===== config.mk =====
export PLATFORM = sky130hd
export DESIGN_NAME = bus_coherence_ctrl
export DESIGN_NICKNAME = d
export VERILOG_FILES = /design/src/rtl/bus_coherence_ctrl.sv
export SDC_FILE = /design/constraint.sdc
export NUM_CORES = 1
export LEC_CHECK = 0
export CAP_MARGIN = 25
export CORE_AREA = 2 2 142 144
export DETAILED_ROUTE_END_ITERATION = 10
export DIE_AREA = 0 0 144 146
export DONT_BUFFER_PORTS = 1
export SLEW_MARGIN = 40
export SYNTH_ARGS = -nofsm -noshare
export SYNTH_HDL_FRONTEND = slang
export SYNTH_SLANG_ARGS = --single-unit

===== constraint.sdc =====
create_clock -name CLK -period 2.2 [get_ports CLK]
set_input_delay 0.22 -clock CLK [delete_from_list [all_inputs] [get_ports CLK]]
set_output_delay 0.22 -clock CLK [all_outputs]
set_load 0.05 [all_outputs]

===== src/rtl/bus_coherence_ctrl.sv =====
// Snooping bus controller for two data caches sharing one RAM port.
// Round-robin grant, snoop/invalidate of the peer, cache-to-cache fills with RAM writeback.
module bus_coherence_ctrl #(
  parameter int unsigned CPUS      = 2,
  parameter int unsigned BLK_WORDS = 2
) (
  input  logic                   CLK,
  input  logic                   RST,
  input  logic [CPUS-1:0]        dREN,
  input  logic [CPUS-1:0]        dWEN,
  input  logic [CPUS-1:0][31:0]  daddr,
  input  logic [CPUS-1:0][31:0]  dstore,
  input  logic [CPUS-1:0]        cctrans,
  input  logic [CPUS-1:0]        ccwrite,
  output logic [CPUS-1:0]        dwait,
  output logic [CPUS-1:0][31:0]  dload,
  output logic [CPUS-1:0]        ccwait,
  output logic [CPUS-1:0]        ccinv,
  output logic [CPUS-1:0][31:0]  ccsnoopaddr,
  output logic                   ramREN,
  output logic                   ramWEN,
  output logic [31:0]            ramaddr,
  output logic [31:0]            ramstore,
  input  logic [31:0]            ramload,
  input  logic                   ramready
);

  typedef enum logic [2:0] {
    IDLE  = 3'd0,
    EVICT = 3'd1,
    SNOOP = 3'd2,
    C2C   = 3'd3,
    MEMRD = 3'd4
  } state_t;

  state_t          state;
  state_t          next_state;
  logic            req_id;
  logic            peer_id;
  logic            gnt_last;
  logic            gnt;
  logic            wcnt;
  logic            last_word;
  logic            peer_dirty;
  logic [CPUS-1:0] request;

  assign peer_id    = ~req_id;
  assign request    = dREN | dWEN | cctrans;
  assign peer_dirty = cctrans[peer_id] & ccwrite[peer_id];
  assign last_word  = (wcnt == 1'(BLK_WORDS - 1));

  // Round-robin arbiter: on a tie the cache that was not granted last wins.
  always_comb begin
    gnt = 1'b0;
    if (&request)
      gnt = ~gnt_last;
    else if (request[1] && !request[0])
      gnt = 1'b1;
  end

  // State register
  always_ff @(posedge CLK) begin
    if (RST)
      state <= IDLE;
    else
      state <= next_state;
  end

  // Next-state logic
  always_comb begin
    next_state = state;
    case (state)
      IDLE: begin
        if (|request)
          next_state = dWEN[gnt] ? EVICT : SNOOP;
      end
      SNOOP: begin
        if (peer_dirty)
          next_state = C2C;
        else if (dREN[req_id])
          next_state = MEMRD;
        else
          next_state = IDLE;
      end
      EVICT, C2C, MEMRD: begin
        if (ramready && last_word)
          next_state = IDLE;
      end
      default: next_state = IDLE;
    endcase
  end

  // Grant bookkeeping and per-block word counter
  always_ff @(posedge CLK) begin
    if (RST) begin
      req_id   <= 1'b0;
      gnt_last <= 1'b1;
      wcnt     <= 1'b0;
    end else begin
      if (state == IDLE && |request) begin
        req_id   <= gnt;
        gnt_last <= gnt;
      end
      if ((state == IDLE || state == SNOOP) &&
          (next_state == EVICT || next_state == C2C || next_state == MEMRD))
        wcnt <= 1'b0;
      else if ((state == EVICT || state == C2C || state == MEMRD) && ramready)
        wcnt <= wcnt + 1'b1;
    end
  end

  // Output logic; word handshakes follow ramready within the same cycle.
  always_comb begin
    dwait       = '1;
    dload       = '0;
    ccwait      = '0;
    ccinv       = '0;
    ccsnoopaddr = '0;
    ramREN      = 1'b0;
    ramWEN      = 1'b0;
    ramaddr     = '0;
    ramstore    = '0;
    case (state)
      EVICT: begin
        ramWEN   = 1'b1;
        ramaddr  = daddr[req_id];
        ramstore = dstore[req_id];
        if (ramready)
          dwait[req_id] = 1'b0;
      end
      SNOOP: begin
        ccwait[peer_id]      = 1'b1;
        ccsnoopaddr[peer_id] = daddr[req_id];
        ccinv[peer_id]       = ccwrite[req_id];
        // Upgrade with a clean peer completes in the snoop cycle itself.
        if (!peer_dirty && !dREN[req_id])
          dwait[req_id] = 1'b0;
      end
      C2C: begin
        ccwait[peer_id] = 1'b1;
        ramWEN          = 1'b1;
        ramaddr         = daddr[req_id];
        ramstore        = dstore[peer_id];
        dload[req_id]   = dstore[peer_id];
        if (ramready) begin
          dwait[req_id]  = 1'b0;
          dwait[peer_id] = 1'b0;
        end
      end
      MEMRD: begin
        ramREN        = 1'b1;
        ramaddr       = daddr[req_id];
        dload[req_id] = ramload;
        if (ramready)
          dwait[req_id] = 1'b0;
      end
      default: ;
    endcase
  end

endmodule


==> insert_results.sql <==
INSERT INTO impl_metrics (metric_group, metric, value, unit) VALUES
('logic_synthesis', 'synth_area_in_simple_gates', '49.51', '%'),
('power_and_ir_drop', 'netSwitchingFraction', '64.16', '%'),
('routing', 'vias_per_cell', '4.694', ''),
('power_and_ir_drop', 'power.density', '979.2', 'mW/mm^2'),
('final_layout', 'drive_above_1_share', '35.95', '%'),
('routing', 'detail_route.drc_violations', '0', ''),
('clock_tree', 'tritoncts.num_buffers', '3', ''),
('worst_hold_path', 'hold_path_class', 'in -> reg', ''),
('power_and_ir_drop', 'power.clock.fraction', '5.9', '%'),
('logic_synthesis', 'synth_xor_xnor_area_share', '0.9772', '%'),
('floorplanning', 'row_cnt', '51', ''),
('clock_tree', 'clkSinkCount', '6', ''),
('logic_synthesis', 'synth_top_area_cell', 'sky130_fd_sc_hd__nor2_1', ''),
('routing', 'detail_route.iter0.violations', '319', ''),
('routing', 'routed_wirelength', '18060', 'um'),
('critical_path', 'critical_path.max_fanout', '22', ''),
('timing', 'period_minus_slack', '2.156', 'ns'),
('power_and_ir_drop', 'power_frac_comb', '90.3', '%'),
('logic_synthesis', 'synth_top_area_share', '19.26', '%'),
('run_status', 'status', 'complete, no violations', ''),
('critical_path', 'ff2ff_setup_slack', '0.52', 'ns'),
('global_routing', 'vias_in_the_first_global_route', '4132', ''),
('clock_tree', 'clkTransAtPathRegs', '0.03', 'ns'),
('place', 'globalplace.congestion', '0.8578', ''),
('final_layout', 'final_net_count', '898', ''),
('critical_path', 'worstSetupStartpointType', 'flip-flop', ''),
('floorplanning', 'die_h', '146', 'um'),
('logic_synthesis', 'post_synth_instance_area', '0.002689', 'mm^2'),
('timing', 'report.final.setup_viol', '0', ''),
('final_layout', 'antennaDiodeCount', '0', ''),
('critical_path', 'capturing_point_of_the_worst_reg2reg_path', 'last_word', ''),
('critical_path', 'reg2regPathDepth', '5', ''),
('clock_tree', 'htree_levels', '1', ''),
('clock_tree', 'tritoncts', 'built', ''),
('critical_path', 'arrival', '1.94', 'ns'),
('power_and_ir_drop', 'netSwitchingPower', '3.319', 'mW'),
('floorplanning', 'floorplan.io_pins', '371', ''),
('logic_synthesis', 'postSynth.topFlopCell', 'sky130_fd_sc_hd__dfxtp_1', ''),
('final_layout', 'area_delta_synth_final', '96.46', '%'),
('critical_path', 'crit-reg2reg-launch', 'state[0]', ''),
('routing', 'detail_route.wl_per_cell', '18.22', 'um'),
('timing', 'finClkSkew', '0.0003453', 'ns'),
('timing', 'max_slew.worst_pin.slew', '0.4925', 'ns'),
('logic_synthesis', 'mean_syn_cell_area', '5.007', 'um^2'),
('clock_tree', 'worst_skew_pair_later_pin_latency', '0.23', 'ns'),
('logic_synthesis', 'synthMostInstantiatedCell', 'sky130_fd_sc_hd__nor2_1', ''),
('worst_hold_path', 'min_delay_path_depth', '1', ''),
('logic_synthesis', 'ys_types', '31', ''),
('global_routing', 'grt_first_pass_wirelength', '23690', 'um'),
('routing', 'vias', '4652', ''),
('logic_synthesis', 'synth_top_family_by_area', 'simple AND/OR/NAND/NOR gates', ''),
('global_routing', 'grt_max_degree', '66', ''),
('final_layout', 'layout.core_utilization', '27.32', '%'),
('logic_synthesis', 'syn_inst', '537', ''),
('floorplanning', 'area_of_the_die', '0.02102', 'mm^2'),
('logic_synthesis', 'synthAdderAreaFrac', '0', '%'),
('place', 'placed_area', '0.005056', 'mm^2'),
('critical_path', 'setup.worst_path.end_class', 'output pin', ''),
('timing', 'timing_max_transition_violations_final', '0', ''),
('clock_tree', 'clockBufferDepth', '2', ''),
('timing', 'max_freq', '463.9', 'MHz'),
('critical_path', 'timing.critical_path.required', '1.98', 'ns'),
('critical_path', 'worst_setup_path_category', 'reg -> out', ''),
('power_and_ir_drop', 'irDropWorstVdd', '0.5230', 'mV'),
('floorplanning', 'die-width', '144', 'um'),
('clock_tree', 'cts_hold_buf', '0', ''),
('timing', 'fin_worst_hold_slack', '0.04758', 'ns'),
('final_layout', 'fin_area', '0.005283', 'mm^2'),
('logic_synthesis', 'netlist_top_cells_count', 'sky130_fd_sc_hd__nor2_1, sky130_fd_sc_hd__nand2_1, sky130_fd_sc_hd__a21oi_1', ''),
('logic_synthesis', 'synth_fp_nets', '708', ''),
('logic_synthesis', 'synth_mux_area_share', '12.28', '%');
kinds of logic after synthesis:
family,Yosys count
AOI/OAI and AO/OA,120
xor gates and xnor gates,3
buffers and inverters,54
DFF,6
muxes,33
and+or+nand+nor,321
layer usage:
metal | global-route usage (%) | wire length [um] | vias up | part of all wire [%]
li1 | - | - | 2164 | -
met1 | 15.94 | 6610 | 2156 | 37
met2 | 28.02 | 9401 | 316 | 52
met3 | 2.896 | 1698 | 16 | 9.4
met4 | 3.333 | 347 | 0 | 1.9
met5 | 0 | 0 | - | 0
area by class of cell:
cell class	count	area [um^2]
multi-input combinational	477	2405
tap	265	331.6
sequential	6	125.1
timing repair buffer	235	2327
fill	2113	14050
inverter	4	15.01
clock buffer	4	78.83
cells in the final DEF, fill, tap and decap left out, types with 2 or more instances in the layout:
cell and n:
sky130_fd_sc_hd__buf_4 188, sky130_fd_sc_hd__nand2_1 136, sky130_fd_sc_hd__nor2_1 128, sky130_fd_sc_hd__a21oi_1 98, sky130_fd_sc_hd__buf_12 41, sky130_fd_sc_hd__and3_1 36
sky130_fd_sc_hd__mux2i_1 33, sky130_fd_sc_hd__nor2_2 9, sky130_fd_sc_hd__o21ai_0 6, sky130_fd_sc_hd__a21oi_2 5, sky130_fd_sc_hd__clkbuf_16 5, sky130_fd_sc_hd__dfxtp_1 4
sky130_fd_sc_hd__buf_6 4, sky130_fd_sc_hd__nand2b_1 3, sky130_fd_sc_hd__nor3_1 3, sky130_fd_sc_hd__inv_2 2, sky130_fd_sc_hd__inv_1 2, sky130_fd_sc_hd__a32oi_1 2
sky130_fd_sc_hd__nand3_1 2
power groups by stage:
stage | registers (mW) | logic, mW | clock network, mW
3_3_place_gp | 0.200 | 4.56 | 0
6_report | 0.195 | 4.67 | 0.307
4_1_cts | 0.201 | 4.60 | 0.313
3_5_place_dp | 0.202 | 4.59 | 0
2_1_floorplan | 0.158 | 3.02 | 0
5_1_grt | 0.200 | 4.93 | 0.316
repair_timing:
action | CTS | global route
pin swaps | 0 | 1
resized for setup | 3 | 8
setup buffers | 0 | 6
setup endpoints to repair | 13 | 84
gates cloned | 0 | 2
hold endpoints to repair | 0 | 0
how the worst max path moves through the flow:
stage | cells past startpoint | from | slack [ns] | endpoint
global placement | 9 | state[2] | 0.21 | dload[26]
global route | 9 | state[2] | -0.02 | dload[14]
finish | 9 | state[2] | 0.04 | dload[25]
floorplan | 7 | state[0] | -0.20 | dload[33]
CTS | 7 | state[2] | -0.02 | ramaddr[4]
detailed placement | 9 | state[2] | 0.16 | dload[26]
flip-flops by register name (all words and copies together) (netlist names):
name and cells:
state 3, gnt_last 1, req_id 1, last_word 1
critical path: stages (launching register included):
cell and delay (ns):
sky130_fd_sc_hd__dfxtp_1 0.33, sky130_fd_sc_hd__inv_2 0.08, sky130_fd_sc_hd__nor3_4 0.23, sky130_fd_sc_hd__buf_6 0.18, sky130_fd_sc_hd__buf_4 0.14, sky130_fd_sc_hd__clkbuf_16 0.20, sky130_fd_sc_hd__nor2_1 0.06, sky130_fd_sc_hd__a21oi_1 0.20
sky130_fd_sc_hd__nor2_1 0.08, sky130_fd_sc_hd__buf_4 0.20
through the flow:
stage          power [mW]  cells  setup slack, ns  setup TNS, ns
2_1_floorplan       3.181    537          -0.1977         -16.09
3_3_place_gp        4.759    979           0.2128              0
3_5_place_dp        4.791    979           0.1613              0
4_1_cts             5.116    983         -0.02190       -0.06110
5_1_grt             5.447    991         -0.02018       -0.09532
6_report            5.173    991          0.04430              0
Note: power is estimated with default switching activity, not from simulation.
